### src/rtl/if_stage.sv
// Instruction-fetch stage: owns the program counter, drives the instruction
// memory and the external PC+4 adder, and produces the IF/ID pipeline register.
module if_stage #(
  parameter logic [31:0] RESET_PC = 32'h0000_0000,
  parameter logic [31:0] NOP      = 32'h0000_0000
) (
  input  logic        clk,
  input  logic        rst,
  input  logic        stall,
  input  logic        flush,
  input  logic        br_taken,
  input  logic [31:0] br_target,
  output logic [31:0] imem_addr,
  input  logic [31:0] imem_data,
  output logic [31:0] add_a,
  output logic [31:0] add_b,
  input  logic [31:0] add_s,
  output logic [31:0] ifid_pc,
  output logic [31:0] ifid_pc4,
  output logic [31:0] ifid_instr,
  output logic        ifid_valid
);

  logic [31:0] pc;

  // Memory and adder operands come straight from pc, no gating.
  assign imem_addr = pc;
  assign add_a     = pc;
  assign add_b     = 32'd4;

  // Next-PC select: reset, then redirect (beats stall), then hold, then sequential.
  always_ff @(posedge clk) begin
    if (rst) begin
      pc <= RESET_PC;
    end else if (br_taken) begin
      pc <= {br_target[31:2], 2'b00};
    end else if (!stall) begin
      pc <= add_s;
    end
  end

  // IF/ID register: a redirect or flush squashes the fetch even when stalled.
  always_ff @(posedge clk) begin
    if (rst || br_taken || flush) begin
      ifid_pc    <= 32'd0;
      ifid_pc4   <= 32'd0;
      ifid_instr <= NOP;
      ifid_valid <= 1'b0;
    end else if (!stall) begin
      ifid_pc    <= pc;
      ifid_pc4   <= add_s;
      ifid_instr <= imem_data;
      ifid_valid <= 1'b1;
    end
  end

endmodule
### config.mk
export PLATFORM = sky130hd
export DESIGN_NAME = if_stage
export DESIGN_NICKNAME = d
export VERILOG_FILES = /design/src/rtl/if_stage.sv
export SDC_FILE = /design/constraint.sdc
export NUM_CORES = 1
export LEC_CHECK = 0
export CORE_MARGIN = 2
export CORE_UTILIZATION = 39
export DETAILED_ROUTE_END_ITERATION = 7
export PLACE_DENSITY = 0.93
export SETUP_SLACK_MARGIN = 0.02
export SLEW_MARGIN = 20
export SYNTH_ARGS = -nofsm -noshare
export SYNTH_HDL_FRONTEND = slang
export SYNTH_SLANG_ARGS = --single-unit
### constraint.sdc
create_clock -name clk -period 1.5 [get_ports clk]
set_clock_uncertainty 0.1 [all_clocks]
set_input_delay 0.225 -clock clk [delete_from_list [all_inputs] [get_ports clk]]
set_output_delay 0.225 -clock clk [all_outputs]
set_load 0.05 [all_outputs]
== After elaboration in Yosys (flattened, before gate mapping) ==
Cells that the tools add are included.

* Input bits: 101
* Register bits after elaboration: 129
* Output and inout bits: 193
* Logic and storage cells: 12

* Mux-type cells: 2
* Equal/unequal tests: 1
* Reductions and logical operators: 3

{| class="wikitable"
|+ Operators by type and width
! operator !! number
|-
| $mux 32 || 2
|-
| $logic_or 1x1->1 || 2
|-
| $ne 2x1->1 const B || 1
|-
| $reduce_or 2->1 || 1
|}

== Longest topological paths before layout ==
Gate-level depths: netlist of run 1.

* Depth after elaboration: 2
* Depth in mapped cells: 6
* Gate-level depth less buffers: 2

== Worst setup path after synthesis of run 1 ==
No wires, ideal clock.

* Path kind: input to register
* Start point: in rst
* End point: reg ifid_pc[10]
* Data required time: 1.336 ns
* Cell stages on the path: 6
* Setup time: 0.064 ns
* Path slack: 0.160 ns
* Path buffers: 4
* Data arrival time: 1.175 ns
* Cells stage by stage: clkbuf_2 > or3_1 > buf_2 > buf_6 > buf_6 > nor2_2

* Cells in the longest elaborated chain, start to end: 2

{| class="wikitable"
|+ Ends and longest elaborated chain
! item !! line !! text
|-
| start, declared || 8 || <nowiki>input logic rst,</nowiki>
|-
| $logic_or 1x1->1 (2 in series) || 44 || <nowiki>if (rst || br_taken || flush) begin</nowiki>
|-
| end signal, assigned || 50 || <nowiki>ifid_pc <= pc;</nowiki>
|-
| end, declared || 18 || <nowiki>output logic [31:0] ifid_pc,</nowiki>
|}

No other way between the ends.
A chain may end at the register's enable or synchronous reset.

== Worst setup path after layout of run 1 ==
* Start point: reg pc[24], in the netlist add_a[24]
* End point: out imem_addr[24]

{| class="wikitable"
|+ RTL lines
! item !! line !! text
|-
| start, declared || 24 || <nowiki>logic [31:0] pc;</nowiki>
|-
| start signal, assigned || 36 || <nowiki>pc <= {br_target[31:2], 2'b00};</nowiki>
|-
| start signal, assigned || 38 || <nowiki>pc <= add_s;</nowiki>
|-
| end, declared || 13 || <nowiki>output logic [31:0] imem_addr,</nowiki>
|}

No word-level cell between the ends.

==> flow_metrics.env, run 1 <==
export IMPL_result_of_the_run="finished, final reports clean"
export IMPL_timing_critical_path_fanout_max=4
export IMPL_antenna_diode_count=0
export IMPL_num_rows=42
export IMPL_synth_mux_area_fraction=0.121
export IMPL_area_growth_synth_to_final_pct=88.7
export IMPL_crit_arrival_ns=1.10
export IMPL_rsz_0062_raised_after_global_routing="no"
export IMPL_grt_pass1_wl_um=26900
export IMPL_worst_endpoint_required_ns=1.17
export IMPL_synthAdderAreaFrac=0
export IMPL_fmax_ghz=0.700
export IMPL_total_detailed_routing_wirelength_um=17600
export IMPL_place_inst=932
export IMPL_postSynthRegisterBits=129
export IMPL_grtUsageTotal=0.242
export IMPL_largest_family_of_logic_cells_by_synthesized_area="simple AND/OR/NAND/NOR gates"
export IMPL_die_area_mm2=0.0146
export IMPL_final_nets=876
export IMPL_post_route_min_period_ns=1.43
export IMPL_grt_antenna_before_repair=0
export IMPL_clock_insertion_delay_worst_skew_ns=0.42
export IMPL_vias=4745
export IMPL_drcViolationCount=0
export IMPL_clock_sink_count=129
export IMPL_end_kind="output pin"
export IMPL_grt_pass1_vias=4989
export IMPL_synth_simple_area_share=0.179
export IMPL_worst_hold_path_depth=3
export IMPL_cpLargestDelayFamily="flip-flops"
export IMPL_placement_io_buffers=259
export IMPL_path_class="reg -> out"
export IMPL_worst_reg2reg_setup_slack_ns=0.26
export IMPL_hold_path_class="in -> reg"
export IMPL_synth_compound_area_share=0.0835
export IMPL_cts_clk_slew_worst_paths_ns=0.06
export IMPL_r2r_end="add_a[16]$_SDFFE_PP0P_"
export IMPL_yosys_area_share_xor_xnor=0
export IMPL_number_of_maximum_capacitance_violations=0
export IMPL_final_critical_path_share_of_the_clock_period=0.952
export IMPL_yosysUniqueCellTypes=18
export IMPL_core_mm2=0.0132
export IMPL_worst_hold_startpoint="stall"
export IMPL_cts_buffers_inserted=17
export IMPL_grt_max_degree=50
export IMPL_cts_root_buffer_cell="clkbuf_16"
export IMPL_min_delay_worst_endpoint="ifid_pc4[12]$_SDFFE_PP0N_"
export IMPL_clock_tree_htree_level_count=4
export IMPL_tritoncts_clock_tree="built"
export IMPL_count_of_warnings_emitted_by_yosys=0
export IMPL_crit_path_top_delay_cell="dfxtp_1"
export IMPL_synth_seq_area_share=0.487
export IMPL_postSynthAreaPerCell_um2=9.54
export IMPL_vdd_drop_max_uv=761
export IMPL_gp_congestion=0.785
export IMPL_synthCells=556
export IMPL_ctsLongestPathBuffers=2
export IMPL_finalHoldWorstSlack_ns=0.0615
export IMPL_worst_path_largest_cell_delay_ns=0.50
export IMPL_worst_r2r_startpoint="add_a[16]$_SDFFE_PP0P_"
export IMPL_initial_core_util=0.401
export IMPL_critical_path_n_buffers_inverters=1
export IMPL_drt_iter0_drc=323
export IMPL_ant_nets=0
export IMPL_final_report_setup_violation_count=0
export IMPL_cts_setup_buffers=0
export IMPL_drv_slew=0
export IMPL_final_layout_size_suffix_gt1_frac=0.307
export IMPL_crit_path_start_kind="flop"
export IMPL_layoutNonFillerInstCount=964
export IMPL_fp_dieH_um=121
export IMPL_via_per_instance_ratio=4.92
export IMPL_r2r_cells=2
export IMPL_nFillCells=807
export IMPL_post_drt_wl_per_cell_um=18.2
export IMPL_crit_path_cell_trace="buf_12"
export IMPL_finalHoldViolCount=0
export IMPL_pleak_nw=3.99
export IMPL_io_pin_count=294
export IMPL_hpwl_um=12600
export IMPL_drt_pass1_iterations=4
export IMPL_grt_overflow=0
export IMPL_syn_area_mm2=0.00531
export IMPL_die_width_um=121
export IMPL_powerDensity_mw_per_mm2=1040
## repair_timing
| action | CTS | global route |
|---|---|---|
| hold buffers | 0 | 0 |
| cloned | 0 | 0 |
| pin swaps | 0 | 0 |
| endpoints found under the setup margin | 8 | 2 |
| resized for setup | 4 | 1 |
## kinds of logic after synthesis
logic type | count (synthesis)
AND/OR/NAND/NOR | 191
AO/OA/AOI/OAI | 65
flip-flops | 129
other | 2
buffers and inverters | 105
multiplexers | 64
## worst max-delay path by stage
stage                            from  slack, ns  depth (start not counted)                         to
2_1_floorplan                     rst       0.16                          6   ifid_pc[10]$_SDFFE_PP0N_
3_3_place_gp                 br_taken      -0.13                          4  ifid_pc4[10]$_SDFFE_PP0N_
3_5_place_dp                 br_taken      -0.21                          4   ifid_pc4[5]$_SDFFE_PP0N_
4_1_cts        add_a[10]$_SDFFE_PP0P_       0.03                          1              imem_addr[10]
5_1_grt        add_a[16]$_SDFFE_PP0P_       0.03                          1                  add_a[16]
6_report       add_a[24]$_SDFFE_PP0P_       0.07                          1              imem_addr[24]
## layer usage
metal / wire length, um / vias to the layer above / part of all wire / global-route usage
met5: 0 / - / 0 / 0
met4: 466 / 0 / 0.027 / 0.108
met3: 1560 / 35 / 0.089 / 0.102
met2: 9450 / 236 / 0.54 / 0.436
met1: 6100 / 2286 / 0.35 / 0.241
li1: - / 2188 / - / -
## tightest hold or removal path, cell delays in order
cell and delay (ns):
buf_6 0.17, nand2_1 0.08, a21oi_1 0.06
## report_power, final
group | switching [W] | internal (W) | total [W] | leakage (nW)
sequential | 0.000191 | 0.00354 | 0.00373 | 1.05
clock | 0.00151 | 0.00301 | 0.00452 | 0.313
combinational | 0.00116 | 0.00101 | 0.00216 | 2.62
## state kept, by name (all words and copies together) (netlist names)
register	count
add_a	32
ifid_instr	32
ifid_pc	32
ifid_pc4	32
ifid_valid	1
## cell usage in the layout (no fill, tap or decap)
cell and instances:
a311oi_1 30, nand2b_1 32, clkdlybuf4s50_1 97, buf_12 167
nand2_1 64, clkinv_4 1, mux2i_1 64, or3_4 1
clkbuf_1 2, nor2_1 34, clkbuf_16 17, a211oi_1 2
nor2b_1 30, clkbuf_8 5, dfxtp_2 5, nor2_2 30
clkinvlp_4 2, bufinv_16 4, a21oi_1 33, dfxtp_1 124
clkinv_2 1, buf_6 1, inv_1 2, buf_4 8
conb_1 32
## synth_stat cells
master / number / area [um2]
mux2i_1: 64 / 641
buf_4: 64 / 480
a211oi_1: 2 / 15.0
nor2_1: 34 / 128
or3_1: 1 / 6.26
clkbuf_1: 21 / 78.8
clkbuf_2: 1 / 5.00
a21oi_1: 33 / 165
buf_6: 4 / 45.0
nor2_2: 30 / 188
nor2b_1: 30 / 188
dfxtp_1: 129 / 2580
nand2_1: 64 / 240
inv_1: 2 / 7.51
buf_2: 13 / 65.1
nand2b_1: 32 / 200
a311oi_1: 30 / 263
conb_1: 2 / 7.51
## through the flow
stage	setup TNS (ns)	utilization	worst slack, ns	total power [W]	cell area [um2]
3_3_place_gp	-10.94	0.706	-0.133	0.00590	9350
6_report	0	0.756	0.0720	0.0104	10000
3_5_place_dp	-14.90	0.706	-0.207	0.00595	9350
5_1_grt	0	0.756	0.0288	0.0107	10000
2_1_floorplan	0	-	0.160	0.00495	5420
4_1_cts	0	0.756	0.0282	0.0105	10000
## layout make-up
| type | instances | area [um2] | share of cell area |
|---|---|---|---|
| flip-flops and latches | 129 | 2590 | 0.259 |
| multi-input cells | 352 | 2160 | 0.216 |
| clock buffers | 24 | 502 | 0.0501 |
| well taps | 176 | 220 | 0.0220 |
| inverters | 2 | 7.51 | 0.000750 |
| repair buffers | 273 | 4390 | 0.438 |
| clock inverters | 8 | 149 | 0.0149 |
(Power assumes the default switching activity.)
==> inputs of run 2 (changes only) <==
Settings changed: CORE_UTILIZATION 39 to 40, PLACE_DENSITY 0.93 to 0.95.
Clock period 1.5 ns to 1.67 ns, I/O delays scaled along.
==> flow_metrics.env, run 2 (same netlist as run 1, synthesis figures left out) <==
export IMPL_result_of_the_run="finished, final reports clean"
export IMPL_fmax_ghz=0.684
export IMPL_rsz_0062_raised_after_global_routing="no"
export IMPL_core_mm2=0.0131
export IMPL_critical_path_n_buffers_inverters=1
export IMPL_worst_hold_path_depth=3
export IMPL_crit_path_cell_trace="buf_12"
export IMPL_end_kind="output pin"
export IMPL_drcViolationCount=0
export IMPL_worst_path_largest_cell_delay_ns=0.52
export IMPL_nFillCells=1068
export IMPL_initial_core_util=0.405
export IMPL_worstSetupPathDepth=1
export IMPL_total_detailed_routing_wirelength_um=14000
export IMPL_gp_congestion=0.790
export IMPL_cts_root_buffer_cell="clkbuf_16"
export IMPL_hold_path_class="in -> reg"
export IMPL_final_nets=875
export IMPL_cts_hold_buf=0
export IMPL_via_per_instance_ratio=4.64
export IMPL_antenna_diode_count=0
export IMPL_drt_pass1_iterations=5
export IMPL_cts_buffers_inserted=17
export IMPL_final_report_setup_violation_count=0
export IMPL_worst_reg2reg_setup_slack_ns=0.63
export IMPL_layoutNonFillerInstCount=963
export IMPL_cts_setup_buffers=0
export IMPL_grt_pass1_vias=4321
export IMPL_hpwl_um=9690
export IMPL_grt_max_degree=54
export IMPL_most_frequent_standard_cell_in_the_layout_excluding_fill_and_tap_cells="buf_4"
export IMPL_io_pin_count=294
export IMPL_ant_nets=0
export IMPL_crit_path_start_kind="flop"
export IMPL_footprint_of_the_multi_input_gates_mm2=0.00216
export IMPL_tns_ns=0
export IMPL_crit_path_top_delay_cell="dfxtp_1"
export IMPL_path_class="reg -> out"
export IMPL_worst_endpoint_required_ns=1.32
export IMPL_crit_arrival_ns=1.11
export IMPL_design_area_mm2=0.00802
export IMPL_r2r_end="add_a[1]$_SDFFE_PP0N_"
export IMPL_cpLargestDelayFamily="flip-flops"
export IMPL_num_rows=42
export IMPL_critical_path_endpoint="imem_addr[1]"
export IMPL_pleak_nw=3.49
export IMPL_final_critical_path_share_of_the_clock_period=0.875
export IMPL_placement_io_buffers=259
export IMPL_r2r_cells=2
export IMPL_number_of_maximum_capacitance_violations=0
export IMPL_place_inst=931
export IMPL_vdd_drop_max_uv=619
export IMPL_grtUsageTotal=0.199
export IMPL_die_width_um=119
export IMPL_clock_insertion_delay_worst_skew_ns=0.41
export IMPL_drt_iter0_drc=266
export IMPL_grt_pass1_wl_um=22200
export IMPL_ctsLongestPathBuffers=2
export IMPL_tritoncts_clock_tree="built"
export IMPL_area_growth_synth_to_final_pct=51.1
export IMPL_final_layout_size_suffix_gt1_frac=0.299
export IMPL_clock_sink_count=129
export IMPL_vias=4466
export IMPL_layout_common_cells="buf_4 (162), dfxtp_1 (129), clkdlybuf4s50_1 (97)"
export IMPL_worst_r2r_startpoint="add_a[1]$_SDFFE_PP0N_"
export IMPL_cts_repair_resize_count=0
export IMPL_cts_clk_slew_worst_paths_ns=0.06
export IMPL_grt_overflow=0
export IMPL_drv_slew=0
export IMPL_powerDensity_mw_per_mm2=1080
export IMPL_place_area_mm2=0.00741
export IMPL_final_seq_area_mm2=0.00258
export IMPL_timing_critical_path_fanout_max=4
export IMPL_post_route_min_period_ns=1.46
export IMPL_die_area_mm2=0.0142
export IMPL_fp_dieH_um=119
export IMPL_clock_tree_htree_level_count=4
export IMPL_post_drt_wl_per_cell_um=14.5
export IMPL_worstSetupStartpoint="add_a[1]$_SDFFE_PP0N_"
export IMPL_grt_antenna_before_repair=0
export IMPL_finalHoldViolCount=0
-- run 2: changes by cell type in the layout (fill, tap and decap cells not counted), moves of 2 or more --
cell / previous run / this run
clkbuf_8: 5 / 3
dfxtp_2: 5 / 0
dfxtp_1: 124 / 129
buf_12: 167 / 12
clkinv_2: 1 / 3
buf_4: 8 / 162
-- run 2: final cells by class --
class | instances | share of cell area
Clock buffer | 23 | 0.0596
Multi-Input combinational cell | 352 | 0.269
Sequential cell | 129 | 0.322
Tap cell | 176 | 0.0275
Inverter | 2 | 0.000937
Clock inverter | 9 | 0.0162
Timing Repair Buffer | 272 | 0.304
-- run 2: power by group --
group | internal, W | total [W] | switching, W
Combinational | 0.000574 | 0.00158 | 0.00100
Sequential | 0.00317 | 0.00326 | 0.0000879
Clock | 0.00246 | 0.00378 | 0.00132
Total | 0.00621 | 0.00862 | 0.00241
-- run 2: metal layers --
metal  global-route usage  vias up  routed length, um
met2                0.342      189               7060
met5                    0        -                  0
met3               0.0747       15               1080
met4               0.0528        0                159
met1                0.232     2072               5700
li1                     -     2190                  -
-- run 2: worst min-delay path by stage --
stage | startpoint | end | slack (ns)
after CTS | stall | ifid_pc4[15]$_SDFFE_PP0N_ | 0.05
after floorplan | imem_data[0] | ifid_instr[0]$_SDFFE_PP0N_ | 0.29
after global placement | ifid_valid$_SDFFE_PP0N_ | ifid_valid$_SDFFE_PP0N_ | 0.34
final | stall | ifid_pc4[12]$_SDFFE_PP0N_ | 0.07
after detailed placement | ifid_valid$_SDFFE_PP0N_ | ifid_valid$_SDFFE_PP0N_ | 0.35
after global routing | stall | ifid_pc4[12]$_SDFFE_PP0N_ | 0.05
-- run 2: stage by stage --
stage | power, W | util | hold slack [ns] | worst slack, ns
detailed placement | 0.00490 | 0.566 | 0.345 | -0.0210
global route | 0.00891 | 0.613 | 0.0543 | 0.156
floorplan | 0.00444 | - | 0.294 | 0.305
global placement | 0.00489 | 0.566 | 0.336 | 0.0162
CTS | 0.00868 | 0.613 | 0.0513 | 0.187
finish | 0.00862 | 0.613 | 0.0667 | 0.209
==> inputs of run 3 (changes only) <==
Settings changed: CORE_MARGIN 2 to 4, GPL_ROUTABILITY_DRIVEN set to 0.
==> flow_metrics.env, run 3 (same netlist as run 1, synthesis figures left out) <==
export IMPL_rsz_0062_raised_after_global_routing="no"
export IMPL_crit_path_start_kind="flop"
export IMPL_drt_pass1_iterations=4
export IMPL_post_drt_wl_per_cell_um=16.0
export IMPL_comb_power_share=0.192
export IMPL_intPower_w=0.00616
export IMPL_ctsLongestPathBuffers=2
export IMPL_cts_hold_buf=0
export IMPL_antenna_diode_count=0
export IMPL_hpwl_um=11300
export IMPL_grtUsageTotal=0.194
export IMPL_place_inst=928
export IMPL_layout_common_cells="buf_4 (153), dfxtp_1 (129), clkdlybuf4s50_1 (97)"
export IMPL_footprint_of_the_multi_input_gates_mm2=0.00216
export IMPL_total_detailed_routing_wirelength_um=15400
export IMPL_power_net_switching_w=0.00237
export IMPL_drcViolationCount=0
export IMPL_ant_nets=0
export IMPL_fmax_ghz=0.658
export IMPL_final_report_setup_violation_count=0
export IMPL_layoutNonFillerInstCount=957
export IMPL_critical_path_n_buffers_inverters=1
export IMPL_final_nets=876
export IMPL_core_mm2=0.0128
export IMPL_crit_path_cell_trace="buf_12"
export IMPL_crit_arrival_ns=1.17
export IMPL_swShare=0.278
export IMPL_grt_pass1_vias=4351
export IMPL_drv_slew=0
export IMPL_clock_sink_count=129
export IMPL_worst_path_largest_cell_delay_ns=0.57
export IMPL_tritoncts_clock_tree="built"
export IMPL_most_frequent_standard_cell_in_the_layout_excluding_fill_and_tap_cells="buf_4"
export IMPL_cpLargestDelayFamily="flip-flops"
export IMPL_clock_insertion_delay_worst_skew_ns=0.41
export IMPL_cts_buffers_inserted=17
export IMPL_cts_repair_resize_count=0
export IMPL_finalHoldViolCount=0
export IMPL_worst_endpoint_required_ns=1.32
export IMPL_path_class="reg -> out"
export IMPL_pleak_nw=3.52
export IMPL_grt_pass1_wl_um=22600
export IMPL_result_of_the_run="finished, final reports clean"
export IMPL_crit_path_top_delay_cell="dfxtp_1"
export IMPL_die_area_mm2=0.0152
export IMPL_place_area_mm2=0.00753
export IMPL_post_route_min_period_ns=1.52
export IMPL_hold_path_class="in -> reg"
export IMPL_final_critical_path_share_of_the_clock_period=0.910
export IMPL_vdd_drop_max_uv=639
export IMPL_final_seq_area_mm2=0.00258
export IMPL_powerDensity_mw_per_mm2=1050
export IMPL_dr_wl_met3_um=1470
export IMPL_routedLengthMet1_um=5860
export IMPL_final_layout_size_suffix_gt1_frac=0.298
export IMPL_area_growth_synth_to_final_pct=52.9
export IMPL_power_share_clock=0.424
export IMPL_end_kind="output pin"
export IMPL_number_of_maximum_capacitance_violations=0
export IMPL_timing_critical_path_fanout_max=4
export IMPL_cts_root_buffer_cell="clkbuf_16"
export IMPL_via_per_instance_ratio=4.72
export IMPL_grt_antenna_before_repair=0
export IMPL_cts_clk_slew_worst_paths_ns=0.05
export IMPL_fp_dieH_um=123
export IMPL_finalPower_w=0.00852
export IMPL_grt_max_degree=50
export IMPL_drt_iter0_drc=228
export IMPL_initial_core_util=0.414
export IMPL_design_area_mm2=0.00811
export IMPL_dr_wl_met2_um=7730
export IMPL_clock_tree_htree_level_count=4
export IMPL_r2r_cells=2
export IMPL_placement_io_buffers=259
export IMPL_nFillCells=1038
export IMPL_num_rows=41
export IMPL_cts_setup_buffers=0
export IMPL_dr_max_layer_used="met4"
export IMPL_io_pin_count=294
export IMPL_grt_overflow=0
export IMPL_seqPwrFrac=0.385
export IMPL_worstSetupPathDepth=1
export IMPL_die_width_um=123
export IMPL_worst_hold_path_depth=3
export IMPL_vias=4518
==> run 3: cell types whose count changed in the layout (fill, tap and decap cells not counted) <==
cell,delta
buf_12,+10
buf_4,-9
bufinv_16,-1
clkbuf_1,-1
clkbuf_8,+2
clkinv_2,-1
clkinv_4,-2
==> run 3: area by class of cell <==
type,count,share of cell area
flip-flops and latches,129,0.318
repair buffers,273,0.317
multi-input cells,352,0.266
clock buffers,24,0.0618
well taps,172,0.0265
clock inverters,5,0.00956
inverters,2,0.000925
==> run 3: power by group through the flow <==
stage / combinational [W] / clock (W) / sequential (W)
after floorplan: 0.000820 / 0 / 0.00362
after CTS: 0.00164 / 0.00368 / 0.00328
final: 0.00163 / 0.00361 / 0.00328
after global routing: 0.00170 / 0.00384 / 0.00329
after global placement: 0.00161 / 0 / 0.00334
after detailed placement: 0.00163 / 0 / 0.00334
==> run 3: worst paths after layout <==
path	start	to	slack, ns
setup / recovery	add_a[1]$_SDFFE_PP0N_	add_a[1]	0.15
hold / removal	stall	ifid_pc4[16]$_SDFFE_PP0N_	0.14
hold reg to reg	ifid_valid$_SDFFE_PP0N_	ifid_valid$_SDFFE_PP0N_	0.35
setup reg to reg	add_a[1]$_SDFFE_PP0N_	add_a[1]$_SDFFE_PP0N_	0.61
==> run 3: metrics by stage <==
stage               hold slack, ns  setup TNS [ns]  utilization  worst slack [ns]
floorplan                    0.294               0            -             0.305
global placement             0.337          -0.409        0.588           -0.0235
detailed placement           0.346           -3.14        0.588           -0.0874
CTS                          0.130               0        0.633             0.140
global route                 0.163               0        0.633             0.125
finish                       0.142               0        0.633             0.150
==> run 3: per-layer routing <==
layer / up-vias / global-route usage
met4: 0 / 0.0740
met5: - / 0
met3: 20 / 0.0645
li1: 2197 / -
met1: 2112 / 0.223
met2: 189 / 0.334
